`src/rtl/hazard_scoreboard_pkg.sv`:
```
// Shared types for the ID-stage hazard/halt controller of the MIPS-lite pipeline.
// Opcode map, register specifier width and the scoreboard slot format.
package hazard_scoreboard_pkg;

    localparam int REG_W = 5;

    typedef enum logic [5:0] {
        OP_ADD  = 6'h00, OP_ADDI = 6'h01, OP_SUB  = 6'h02, OP_SUBI = 6'h03,
        OP_MUL  = 6'h04, OP_MULI = 6'h05, OP_OR   = 6'h06, OP_ORI  = 6'h07,
        OP_AND  = 6'h08, OP_ANDI = 6'h09, OP_XOR  = 6'h0A, OP_XORI = 6'h0B,
        OP_LDW  = 6'h0C, OP_STW  = 6'h0D, OP_BZ   = 6'h0E, OP_BEQ  = 6'h0F,
        OP_JR   = 6'h10, OP_HALT = 6'h11
    } opcode_t;

    typedef struct packed {
        logic             valid;
        logic [REG_W-1:0] dest;
    } sb_entry_t;

    // r0 is hard-wired to zero, so it can never carry a RAW dependency.
    function automatic logic src_hit(sb_entry_t e, logic [REG_W-1:0] src, logic used);
        return used && e.valid && (e.dest == src) && (src != '0);
    endfunction

endpackage

```
`src/rtl/hazard_scoreboard_if.sv`:
```
// IF/ID-side signal bundle between the ID stage and the hazard scoreboard.
// master = ID stage / PC control, slave = scoreboard.
interface hazard_scoreboard_if #(
    parameter int INSTR_W = 32,
    parameter int CNT_W   = 32
);
    logic [INSTR_W-1:0] id_instr;
    logic               id_valid;
    logic               branch_taken;
    logic               hazard_detected;
    logic               halt_signal;
    logic [CNT_W-1:0]   stall_cycles;

    modport master (
        output id_instr, id_valid, branch_taken,
        input  hazard_detected, halt_signal, stall_cycles
    );

    modport slave (
        input  id_instr, id_valid, branch_taken,
        output hazard_detected, halt_signal, stall_cycles
    );
endinterface

```
`src/rtl/hazard_scoreboard_instr_reg_decode.sv`:
```
// Combinational register-usage decode of one instruction: which specifiers
// are read, whether a register is written, and which one.
module instr_reg_decode
    import hazard_scoreboard_pkg::*;
(
    input  logic [31:0]      instr_i,
    output logic [REG_W-1:0] rs_o,
    output logic [REG_W-1:0] rt_o,
    output logic [REG_W-1:0] dest_o,
    output logic             uses_rs_o,
    output logic             uses_rt_o,
    output logic             writes_o,
    output logic             is_halt_o
);
    logic [5:0]       op;
    logic [REG_W-1:0] rd;
    logic             unused_low;

    assign op         = instr_i[31:26];
    assign rs_o       = instr_i[25:21];
    assign rt_o       = instr_i[20:16];
    assign rd         = instr_i[15:11];
    assign unused_low = ^instr_i[10:0];

    always_comb begin
        uses_rs_o = 1'b0;
        uses_rt_o = 1'b0;
        writes_o  = 1'b0;
        is_halt_o = 1'b0;
        dest_o    = '0;
        case (op)
            OP_ADD, OP_SUB, OP_MUL, OP_OR, OP_AND, OP_XOR: begin
                uses_rs_o = 1'b1;
                uses_rt_o = 1'b1;
                writes_o  = 1'b1;
                dest_o    = rd;
            end
            OP_ADDI, OP_SUBI, OP_MULI, OP_ORI, OP_ANDI, OP_XORI, OP_LDW: begin
                uses_rs_o = 1'b1;
                writes_o  = 1'b1;
                dest_o    = rt_o;
            end
            OP_STW, OP_BEQ: begin
                uses_rs_o = 1'b1;
                uses_rt_o = 1'b1;
            end
            OP_BZ, OP_JR: uses_rs_o = 1'b1;
            OP_HALT:      is_halt_o = 1'b1;
            default: ;
        endcase
    end
endmodule

```
`src/rtl/hazard_scoreboard.sv`:
```
// RAW hazard detector and sticky halt for the no-forwarding 5-stage pipeline.
// Tracks destinations of instructions in EX, MEM and WB and stalls ID on a match.
module hazard_scoreboard
    import hazard_scoreboard_pkg::*;
#(
    parameter int INSTR_W   = 32,
    parameter int WB_BYPASS = 1,
    parameter int CNT_W     = 32
) (
    input  logic               clk,
    input  logic               reset,
    hazard_scoreboard_if.slave sb_if
);
    // Slot order: [0]=EX, [1]=MEM, [2]=WB. With a write-then-read register
    // file the WB producer is already visible, so that slot is not compared.
    localparam logic [2:0] CMP_MASK = (WB_BYPASS != 0) ? 3'b011 : 3'b111;

    logic [REG_W-1:0] rs, rt, dest;
    logic             uses_rs, uses_rt, writes, is_halt;

    sb_entry_t [2:0]  slot_q;
    sb_entry_t        ex_d;
    logic [2:0]       slot_hit;
    logic             issue_ok, hazard;
    logic             halt_q, halt_d;
    logic [CNT_W-1:0] cnt_q, cnt_d;

    instr_reg_decode u_decode (
        .instr_i   (sb_if.id_instr[31:0]),
        .rs_o      (rs),
        .rt_o      (rt),
        .dest_o    (dest),
        .uses_rs_o (uses_rs),
        .uses_rt_o (uses_rt),
        .writes_o  (writes),
        .is_halt_o (is_halt)
    );

    genvar gi;
    generate
        for (gi = 0; gi < 3; gi++) begin : g_cmp
            assign slot_hit[gi] = src_hit(slot_q[gi], rs, uses_rs) |
                                  src_hit(slot_q[gi], rt, uses_rt);
        end
    endgenerate

    assign issue_ok = sb_if.id_valid & ~sb_if.branch_taken & ~halt_q;
    assign hazard   = issue_ok & (|(slot_hit & CMP_MASK));

    always_comb begin
        ex_d = '0;
        if (issue_ok && !hazard && writes && (dest != '0)) begin
            ex_d.valid = 1'b1;
            ex_d.dest  = dest;
        end
        halt_d = halt_q | (issue_ok & ~hazard & is_halt);
        cnt_d  = cnt_q;
        if (hazard && (cnt_q != '1)) cnt_d = cnt_q + CNT_W'(1);
    end

    always_ff @(posedge clk or posedge reset) begin
        if (reset) begin
            slot_q <= '0;
            halt_q <= 1'b0;
            cnt_q  <= '0;
        end else begin
            slot_q <= {slot_q[1:0], ex_d};
            halt_q <= halt_d;
            cnt_q  <= cnt_d;
        end
    end

    assign sb_if.hazard_detected = hazard;
    assign sb_if.halt_signal     = halt_q;
    assign sb_if.stall_cycles    = cnt_q;
endmodule

```
`src/flat_wrapper.sv`:
```
// flat-port wrapper written by rule: the top's interface ports become plain ports
module hazard_scoreboard_flat import hazard_scoreboard_pkg::*;
#(
    parameter int INSTR_W   = 32,
    parameter int WB_BYPASS = 1,
    parameter int CNT_W     = 32
)
  (clk, reset, sb_if_id_instr, sb_if_id_valid, sb_if_branch_taken, sb_if_hazard_detected, sb_if_halt_signal, sb_if_stall_cycles);
  hazard_scoreboard_if #(.INSTR_W(INSTR_W), .CNT_W(CNT_W)) sb_if_i ();
  input  logic clk;
  input  logic reset;
  input wire logic [$bits(sb_if_i.id_instr)-1:0] sb_if_id_instr;
  input wire logic [$bits(sb_if_i.id_valid)-1:0] sb_if_id_valid;
  input wire logic [$bits(sb_if_i.branch_taken)-1:0] sb_if_branch_taken;
  output wire logic [$bits(sb_if_i.hazard_detected)-1:0] sb_if_hazard_detected;
  output wire logic [$bits(sb_if_i.halt_signal)-1:0] sb_if_halt_signal;
  output wire logic [$bits(sb_if_i.stall_cycles)-1:0] sb_if_stall_cycles;
  assign sb_if_i.id_instr = sb_if_id_instr;
  assign sb_if_i.id_valid = sb_if_id_valid;
  assign sb_if_i.branch_taken = sb_if_branch_taken;
  assign sb_if_hazard_detected = sb_if_i.hazard_detected;
  assign sb_if_halt_signal = sb_if_i.halt_signal;
  assign sb_if_stall_cycles = sb_if_i.stall_cycles;
  hazard_scoreboard #(.INSTR_W(INSTR_W), .WB_BYPASS(WB_BYPASS), .CNT_W(CNT_W)) u_core (.clk(clk), .reset(reset), .sb_if(sb_if_i));
endmodule
```
`config.mk`:
```
export PLATFORM = sky130hd
export DESIGN_NAME = hazard_scoreboard_flat
export DESIGN_NICKNAME = d
export VERILOG_FILES = /design/src/rtl/hazard_scoreboard_pkg.sv /design/src/rtl/hazard_scoreboard_if.sv /design/src/rtl/hazard_scoreboard_instr_reg_decode.sv /design/src/rtl/hazard_scoreboard.sv /design/src/flat_wrapper.sv
export SDC_FILE = /design/constraint.sdc
export NUM_CORES = 1
export LEC_CHECK = 0
export ABC_AREA = 1
export ABC_CLOCK_PERIOD_IN_PS = 4900
export CAP_MARGIN = 0
export CORE_UTILIZATION = 55
export DETAILED_ROUTE_END_ITERATION = 8
export GPL_ROUTABILITY_DRIVEN = 1
export GPL_TIMING_DRIVEN = 0
export PLACE_DENSITY = 0.95
export SLEW_MARGIN = 20
export SYNTH_ARGS = -nofsm -noshare
export SYNTH_HDL_FRONTEND = slang
export SYNTH_SLANG_ARGS = --single-unit
```
`constraint.sdc`:
```
create_clock -name clk -period 4.9 [get_ports clk]
set_clock_uncertainty 0.2 [all_clocks]
set_input_delay 0.735 -clock clk [delete_from_list [all_inputs] [get_ports clk]]
set_output_delay 0.735 -clock clk [all_outputs]
set_load 0.02 [all_outputs]
```
# Yosys cells after proc, flatten, opt, wreduce, memory -nomap -nowiden
# Index checks and enable logic that the tools add are counted.
# totals
ff_bits	45
out_inout_bits	34
elab_cells	73
# classes
add_sub_neg	1
n_eq_ne	22
muxes	6
bitwise_logic	11
n_reduce_logical	27
# ops
cell	n
== test 6 x 4 -> 1 bit (second input constant)	8
adder 32 x 1 -> 32 bit (second input constant)	1
inequality test 32 bit (second input constant)	1
== test 6 x 3 -> 1 bit (second input constant)	4
== test 5 bit	4
OR reduction 17 bit	1
logical AND 1 bit	16
nonzero test 5 bit	3
OR reduction 13 bit	1
== test 6 x 2 -> 1 bit (second input constant)	2
== test 6 x 5 -> 1 bit (second input constant)	2
case mux 5 bit (2 select lines)	1
OR reduction 8 bit	1
OR reduction 7 bit	1
== test 6 x 1 -> 1 bit (second input constant)	1
zero test 6 bit	1
2-to-1 mux 6 bit	1
OR reduction 6 bit	1
bitwise AND 1 bit	5
2-to-1 mux 1 bit	4
NOT 1 bit	3
bitwise OR 1 bit	3
OR reduction 2 bit	1
zero test 1 bit	1

# Logic depth before layout (Yosys ltp)
# logic_depth
depth_word	14
mapped_depth	12
depth_no_buf	11

# Cells and area by module
# A second synthesis with hierarchy kept.
# hier_totals
hier_cells	521
hier_area_um2	3324.4
# by_module_without_submodules
module	n_inst	cells_per_inst	area_per_inst_um2	seq_area_each_um2
hazard_scoreboard	1	467	3060.4	1126.1
instr_reg_decode	1	54	264.0	0.0

# Least setup slack after synthesis
# OpenSTA, ideal clock, no wires.
# synth_timing
path_kind	input port to output port
startpoint	input sb_if_id_instr[31]
endpoint	output sb_if_hazard_detected
arrival_ps	1617
path_slack_ps	2348
stages	5
path_cell_list	nor2_2 nand3_1 a21oi_1 nand2_1 a21oi_1
# synth_via
elab_chain_len	9
word_cells_on_any_way	37
# synth_rtl
element	line_no	text
start, declared	flat_wrapper.sv:12	input wire logic [$bits(sb_if_i.id_instr)-1:0] sb_if_id_instr;
== test 6 x 1 -> 1 bit (tied with other cells)	hazard_scoreboard_instr_reg_decode.sv:31	case (op)
OR reduction 17 bit (no line) / OR reduction 8 bit (equally long branches)	n/a	
2-to-1 mux 1 bit	hazard_scoreboard_instr_reg_decode.sv:31	
logical AND 1 bit (3 in series)	hazard_scoreboard_pkg.sv:22	return used && e.valid && (e.dest == src) && (src != '0);
bitwise OR 1 bit	hazard_scoreboard.sv:42	assign slot_hit[gi] = src_hit(slot_q[gi], rs, uses_rs) |
OR reduction 2 bit *	hazard_scoreboard.sv:48	assign hazard = issue_ok & (|(slot_hit & CMP_MASK));
bitwise AND 1 bit *	hazard_scoreboard.sv:48	
end, declared	flat_wrapper.sv:15	output wire logic [$bits(sb_if_i.hazard_detected)-1:0] sb_if_hazard_detected;
# Every way passes the cells marked *; elsewhere a longest branch is shown, timed or not.

# Worst setup path after layout
# layout_timing
startpoint	input sb_if_id_instr[17]
endpoint	output sb_if_hazard_detected
# layout_via
elab_chain_len	6
word_cells_on_any_way	11
# layout_rtl
element	line_no
== test 5 bit	hazard_scoreboard_pkg.sv:22
logical AND 1 bit (2 in series)	hazard_scoreboard_pkg.sv:22
bitwise OR 1 bit	hazard_scoreboard.sv:42
OR reduction 2 bit *	hazard_scoreboard.sv:48
bitwise AND 1 bit *	hazard_scoreboard.sv:48
# Marks and branches as above.

==> flow_metrics.tcl <==
set metrics [dict create \
    status "completed" \
    worst_ir_drop_vdd_mv 0.1303 \
    fmax_mhz 277.5 \
    start_util 0.5711 \
    synthTopCellsByCount "nand2_1, nor2_1, inv_1, dfrtp_1, nand4_1" \
    synth-edff-count 0 \
    synth.net_count 534 \
    place_ws_ns 1.338 \
    cts-root-buf "clkbuf_8" \
    endpoint_kind "output port" \
    fin_crit_ns 3.604 \
    synth.most_common_cell "nand2_1" \
    setup_tns_ns 0 \
    vias_per_cell 5.473 \
    crit_start "sb_if_id_instr[17]" \
    vias 3481 \
    cts_tree "built" \
    netlist.area_leader.share 0.3559 \
    dp_hpwl_mm 7.046 \
    hold_ws_ns 0.2026 \
    wire_per_inst_um 14.09 \
    arrival_ns 2.67 \
    grt_usage 0.3131 \
    r2r-start "u_core.sb_if.stall_cycles[0]" \
    p_leak_uw 0.001917 \
    worstHoldStart "u_core.slot_q[0]" \
    grt_max_degree 24 \
    grt_overflow 0 \
    final_max_slew_viol_count 0 \
    wl_mm 8.962 \
    drt_iter0_drc 268 \
    maxCapViolations 0 \
    cp.required_ns 3.96 \
    cts_max_level 2 \
    fp.dieH_um 77.85 \
    die_w_um 77.85 \
    setup_viol 0 \
    synth_seq_cells 45 \
    synth-main-ff-cell "dfrtp_1" \
    antenna_found_initial 0 \
    hold_class "flop to flop" \
    clk_latency_ns 0.30 \
    post-cts-setup-buffer-count 0 \
    nets 600 \
    synth_area_per_cell_um2 6.367 \
    ys_seq_area_frac 0.3559 \
    io_pins 70 \
    synth.area.top_cells "dfrtp_1, nand2_1, nor2_1" \
    startpoint_type "input pin" \
    worst-r2r-setup-slack_ns 2.75 \
    path_clk_slew_ns 0.08 \
    cts_buffers 5 \
    drc 0 \
    relSlewSlack 0.6282 \
    gp_congestion 0.9867 \
    max-clock-path-buffers 2 \
    synth_cells 497 \
    criticalPathCategory "input pin to output port" \
    rsz0062_at_grt "false" \
    finalWorstSetupSlack_ns 1.296 \
    ys_warn_count 0 \
    cts_resized 0 \
    timing.final.crit_share 0.7354 \
    grt_pass1_vias 3258 \
    syn_to_final_growth_pct 24.67 \
    finalHoldViolCount 0 \
    firstDrtPassIters 5 \
    rows 27 \
    path_max_fanout 4 \
    ant_nets 0 \
    ctsHoldBuffers 0 \
    io_buffers 58 \
    dieArea_um2 6061 \
    grt_pass1_wl_mm 14.81 \
    yosys.area.top_type "dfrtp_1" \
    diodes 0 \
    tightest_slew_ns 0.5534 \
    synth_area_um2 3164 \
    cts_sinks 45 \
    core_um2 5540 \
    p_per_area_nw_per_um2 169.2 \
    async_reset_ff_frac 1.000 \
    synth.distinct_cells 25 \
    layout-drive-gt1-share 0.04078 \
]
[worst paths after layout]
check,end,cells past startpoint
setup / recovery,sb_if_hazard_detected,10
hold / removal,u_core.slot_q[6],0
setup reg to reg,u_core.sb_if.stall_cycles[12],9
hold reg to reg,u_core.slot_q[6],0
max in group asynchronous,u_core.slot_q[4],3
min in group asynchronous,u_core.sb_if.stall_cycles[23],2
[report_power, final]
group | internal [µW] | leakage, µW | switching [µW]
sequential | 373 | 0.000628 | 1.47
combinational | 31.6 | 0.00124 | 40.1
clock | 99.0 | 0.0000450 | 123
total | 503 | 0.00192 | 164
[state kept, by name (all words and copies together) (netlist names)]
| register | count |
|---|---|
| u_core.sb_if.halt_signal | 1 |
| u_core.slot_q | 12 |
| u_core.sb_if.stall_cycles | 32 |
[routing by layer]
metal / track usage / wire, µm / vias up
met1: 0.4083 / 3736 / 1591
met4: 0.1264 / 273 / 0
li1: - / - / 1696
met2: 0.5257 / 4318 / 168
met5: 0 / 0 / -
met3: 0.03882 / 633 / 26
[metrics by stage]
stage / total power [µW] / instances / utilization / instance area (µm²)
2_1_floorplan: 415.1 / 497 / - / 3164
3_3_place_gp: 448.1 / 627 / 0.6922 / 3835
3_5_place_dp: 453.2 / 628 / 0.6972 / 3862
4_1_cts: 671.0 / 636 / 0.7121 / 3945
5_1_grt: 690.8 / 636 / 0.7121 / 3945
6_report: 667.7 / 636 / 0.7121 / 3945
[cell type report]
type,instances,area (µm²)
repair buffers,59,608.1
plain buffers,12,72.57
well taps,72,90.09
multi-input cells,391,1782
clock buffers,6,72.57
inverters,49,183.9
clock inverters,2,10.01
fillers,482,1595
flip-flops and latches,45,1126
[cell families (layout without fill, tap and decap cells)]
kind of cell / Yosys count / after routing / share of synthesized area
DFF: 45 / 45 / 0.3559
buffers and inverters: 61 / 128 / 0.08106
AOI/OAI and AO/OA: 5 / 5 / 0.009490
xor gates and xnor gates: 24 / 24 / 0.06643
and+or+nand+nor: 361 / 361 / 0.4832
adders and majority gates: 1 / 1 / 0.003954
[layout by cell type, fill, tap and decap left out, drive strengths merged]
cell type / count
nand2: 218
nor2: 73
clkdlybuf4s50: 58
inv: 49
dfrtp: 45
nand4: 35
xor2: 18
nand3: 17
nor3: 11
clkbuf: 10
buf: 9
xnor2: 6
nand3b: 4
a21oi: 2
nor4: 2
clkinv: 2
o21ai: 1
a22oi: 1
a21o: 1
nor3b: 1
ha: 1
[worst max-delay path: stages]
cell and delay [ns]:
clkdlybuf4s50_1 0.54, inv_1 0.09, nand2_1 0.08, nand2_1 0.06
nor2_1 0.11, nand3_1 0.09, nand2_1 0.08, nand2_1 0.08
a21oi_1 0.19, clkdlybuf4s50_1 0.63
Power figures use the tool's default switching activity.
==> RTL change 1 (same flow settings) <==
`CNT_W` is set to 32 in 3 places; all go to 40.
--- a/src/rtl/hazard_scoreboard_if.sv
+++ b/src/rtl/hazard_scoreboard_if.sv
@@ -4,3 +4,3 @@
     parameter int INSTR_W = 32,
-    parameter int CNT_W   = 32
+    parameter int CNT_W   = 40
 );
--- a/src/rtl/hazard_scoreboard.sv
+++ b/src/rtl/hazard_scoreboard.sv
@@ -7,3 +7,3 @@
     parameter int WB_BYPASS = 1,
-    parameter int CNT_W     = 32
+    parameter int CNT_W     = 40
 ) (
--- a/src/flat_wrapper.sv
+++ b/src/flat_wrapper.sv
@@ -5,3 +5,3 @@
     parameter int WB_BYPASS = 1,
-    parameter int CNT_W     = 32
+    parameter int CNT_W     = 40
 )
Ports: changed (resized sb_if_stall_cycles); port bits go from 70 to 78. No check against the original RTL was run, so the function may have changed too.
==> RTL change 1 against the unedited design <==
  * The flow now finishes with violations (design-rule violations)
  * Sequential cell count rose by 8
  * Total power rose by 13%
  * Routed wire length rose by 28%
  * Worst hold slack improved by 36 ps
  * Setup slack got worse by 400 ps
  * Core utilization rose by 0.44 points
  * Largest cell class unchanged
  * Area after synthesis rose by 20%
  * Final area rose by 18%
  * Highest routed layer unchanged
  * Largest power group unchanged
==> RTL change 1: results (changes against the unedited design) <==
- Drt initial violations: 401 (+50%)
- Synth Area in XOR/XNOR: 3.933% (-2.7 points)
- Fillers: 559 (+16%)
- Net switching power: 181.0 uW (+10%)
- Synthesized Nets: 638 (+19%)
- Max incr delay on CP: 820 ps (+190 ps)
- Slack of the worst reg-to-reg path: 2330 ps (-420 ps)
- M3 GR Usage: 4.183% (+0.30 points)
- Post-DP HPWL: 8.870 mm (+26%)
- Seq/Total Area, Yosys: 35.03% (-0.56 points)
- Violated checks: design-rule violations
- Hold endpoint: u_core.slot_q[11]
- GR Util All Layers: 32.64% (+1.3 points)
- Wire length per cell: 15.25 um (+8.2%)
- Hold Startpoint: u_core.slot_q[5]
- GP Congestion: 0.9250 (-6.3%)
- # port buffers: 66 (+14%)
- Post-Synth Adder-Cell Area: 0.3305% (-0.065 points)
- Synth Area in Compound Gates: 1.388% (+0.44 points)
- Status: complete, but fails checks
- Top cells by area, synth: dfrtp_1 (35%), nand2_1 (26%), nand4_1 (8.4%)
- Leakage: 2.183 nW (+14%)
- Placed inst area: 4563 um^2 (+18%)
- DRC: 7 (+7)
- CP Max Fanout: 7 (+3)
- Nets@finish: 712 (+19%)
- Arrival time worst endpoint: 3070 ps (+400 ps)
RTL change 1: power groups by stage:
stage	clock network [mW]	logic, mW	registers (mW)
floorplan	0	0.0256	0.446
global placement	0	0.0542	0.446
detailed placement	0	0.0582	0.446
CTS	0.265	0.0588	0.437
global route	0.277	0.0652	0.437
finish	0.261	0.0585	0.437
RTL change 1: kinds of logic (layout without fill, tap and decap cells):
group	count (synthesis)	count (layout)
flip-flops	53	53
buffers and inverters	68	142
adder cells (fa/ha/maj)	1	1
XOR/XNOR	17	17
AND/OR/NAND/NOR	452	452
AO/OA/AOI/OAI	10	10
RTL change 1: layout make-up:
cell class	count	area, um^2	area share, %
plain buffers	16	87.58	1.882
inverters	52	195.2	4.195
flip-flops and latches	53	1326	28.50
clock buffers	6	82.58	1.775
multi-input cells	480	2177	46.79
clock inverters	1	7.507	0.1613
repair buffers	67	680.7	14.63
well taps	77	96.34	2.070
RTL change 1: how the worst max path moves through the flow:
stage                                  start                    end  slack (ps)  cells past startpoint
final                         sb_if_id_valid  sb_if_hazard_detected         900                      6
after global routing          sb_if_id_valid  sb_if_hazard_detected         790                      6
after CTS                     sb_if_id_valid  sb_if_hazard_detected         940                      6
after detailed placement      sb_if_id_valid  sb_if_hazard_detected         940                      6
after global placement        sb_if_id_valid  sb_if_hazard_detected         980                      6
after floorplan           sb_if_branch_taken  sb_if_hazard_detected        2250                      3
RTL change 1: per-layer routing:
layer | up-vias | share of wire (%)
met2 | 199 | 46
met1 | 1944 | 44
met4 | 0 | 2.4
li1 | 2062 | -
met3 | 28 | 7.8
met5 | - | 0
RTL change 1: worst register-to-register path: stages (launching register included):
cell and delay [ps]:
dfrtp_1 530, ha_1 320, inv_2 70, nor2_4 250
nand3_2 150, nor2_4 180, nand4_2 140, clkbuf_1 340
nand4_1 210, nand2_1 70
RTL change 1: metrics by stage:
step | setup WS, ps | instances
6_report | 896.7 | 752
3_5_place_dp | 940.5 | 745
5_1_grt | 786.9 | 752
4_1_cts | 936.6 | 752
2_1_floorplan | 2253 | 601
3_3_place_gp | 977.7 | 744
==> RTL change 2 (same flow settings) <==
Made on the original files. Make the reset (`reset`) synchronous in one clocked block.
--- a/src/rtl/hazard_scoreboard.sv
+++ b/src/rtl/hazard_scoreboard.sv
@@ -60,3 +60,3 @@
 
-    always_ff @(posedge clk or posedge reset) begin
+    always_ff @(posedge clk) begin
         if (reset) begin
Check against the original RTL: differs if reset is asserted again (counterexample within 4 cycles, from zero or initial values and one cycle with reset high); with reset held inactive, the same outputs for 10 cycles.
==> RTL change 2 against the unedited design <==
  * Final area rose by 1.7%
  * Total power rose by 16%
  * Die area rose by 1.3%
  * Area after synthesis rose by 1.3%
  * Sequential power fell by 2%
  * Sequential cell count did not move
  * Count of clock-buffer cells in the layout fell by 1
  * Routed wire length rose by 8.8%
  * Setup slack got worse by 280 ps
  * Core utilization rose by 0.76 points
  * Largest power group unchanged
  * Non-clock buffer count rose by 3
==> RTL change 2: results (changes against the unedited design) <==
- Cell variety after synth: 28 (+12%)
- Hold path depth: 2 (+2)
- Worst rel slew slack: 48.17% (-15 points)
- CP Max Fanout: 10 (+6)
- Vias in the first global route: 3,475 (+6.7%)
- Yosys top cell area share: 28.09% (-7.5 points)
- Post-DP HPWL: 7.506 mm (+6.5%)
- Top cells by area, synth: dfxtp_1 (28%), nand2_1 (22%), nor2_1 (9.5%)
- Hold Startpoint: u_core.slot_q[5]
- Arrival time worst endpoint: 2950 ps (+280 ps)
- Reg2reg end: u_core.sb_if.stall_cycles[30]
- Drt pass-1 iters: 6 (+1)
- Synthesized Nets: 584 (+9.4%)
- Status: finished, final reports clean
- GR Util All Layers: 33.05% (+1.7 points)
- WHS: 253.2 ps (+50.60 ps)
- Hold endpoint: u_core.slot_q[11]
- Seq/Total Area, Yosys: 28.09% (-7.5 points)
- Final wirelength: 9.751 mm (+8.8%)
- Drt initial violations: 293 (+9.3%)
- Placed inst area: 3877 um^2 (+0.39%)
- Layout cells sized above 1: 4.731% (+0.65 points)
- Slack of the worst reg-to-reg path: 2250 ps (-500 ps)
- Worst-case reg-to-reg path depth: 10 (+1)
- Pwr/cell area: 193.0 nW/um^2 (+14%)
-- RTL change 2: cell types whose count changed in the layout (fill, tap and decap cells not counted), sizes merged, moves of 3 or more --
cell,unedited run,this run
a21oi,2,31
clkbuf,10,13
dfrtp,45,0
dfxtp,0,45
inv,49,62
nand2,218,194
nand3,17,23
nand3b,4,12
nand4,35,42
nor2,73,86
o21ai,1,4
xor2,18,12
-- RTL change 2: worst max path at each step --
stage / from / endpoint / cells after the start
6_report: sb_if_id_instr[20] / sb_if_hazard_detected / 12
5_1_grt: sb_if_id_instr[20] / sb_if_hazard_detected / 12
4_1_cts: sb_if_id_instr[20] / sb_if_hazard_detected / 12
3_5_place_dp: sb_if_id_instr[20] / sb_if_hazard_detected / 12
3_3_place_gp: sb_if_id_instr[20] / sb_if_hazard_detected / 12
2_1_floorplan: sb_if_id_instr[27] / sb_if_hazard_detected / 9
-- RTL change 2: final cells by class --
cell class / instances / share of cell area [%]
Tap cell: 72 / 2.246
Sequential cell: 45 / 22.46
Buffer: 16 / 2.059
Multi-Input combinational cell: 424 / 49.63
Clock inverter: 3 / 1.622
Clock buffer: 5 / 1.716
Timing Repair Buffer: 58 / 14.47
Inverter: 62 / 5.802
-- RTL change 2: cell families (layout without fill, tap and decap cells) --
| kind of cell | Yosys count | count (layout) | share of synthesized area (%) |
|---|---|---|---|
| AND/OR/NAND/NOR | 368 | 368 | 50.84 |
| buffers and inverters | 78 | 144 | 9.832 |
| XOR/XNOR | 18 | 18 | 4.916 |
| AO/OA/AOI/OAI | 37 | 37 | 5.930 |
| flip-flops | 45 | 45 | 28.09 |
| adder cells (fa/ha/maj) | 1 | 1 | 0.3901 |
-- RTL change 2: critical path: stages --
cell             delay [ps]
clkdlybuf4s50_1         610
inv_1                   100
nand2_1                  80
nand2_1                  50
nor2_1                  110
nand3_1                 100
nand2_1                  80
nand3_1                  80
nand2_2                 200
inv_1                   110
nor2_1                  100
clkdlybuf4s50_1         610
-- RTL change 2: report_power, final --
| group | switching (mW) | internal [mW] |
|---|---|---|
| logic | 0.0396 | 0.0287 |
| clock network | 0.137 | 0.203 |
| registers | 0.000227 | 0.366 |
-- RTL change 2: routing by layer --
| metal | wire length [um] | share of wire [%] | track usage, % | vias up |
|---|---|---|---|---|
| met4 | 188 | 1.9 | 11.48 | 0 |
| li1 | - | - | - | 1878 |
| met5 | 0 | 0 | 0 | - |
| met3 | 717 | 7.4 | 5.930 | 16 |
| met2 | 4599 | 47 | 56.32 | 149 |
| met1 | 4245 | 44 | 41.65 | 1775 |
-- RTL change 2: per-stage QoR --
step,cells,setup slack (ps)
CTS,685,1001
floorplan,547,2245
finish,685,1013
global placement,677,1051
global route,685,861.8
detailed placement,677,1009
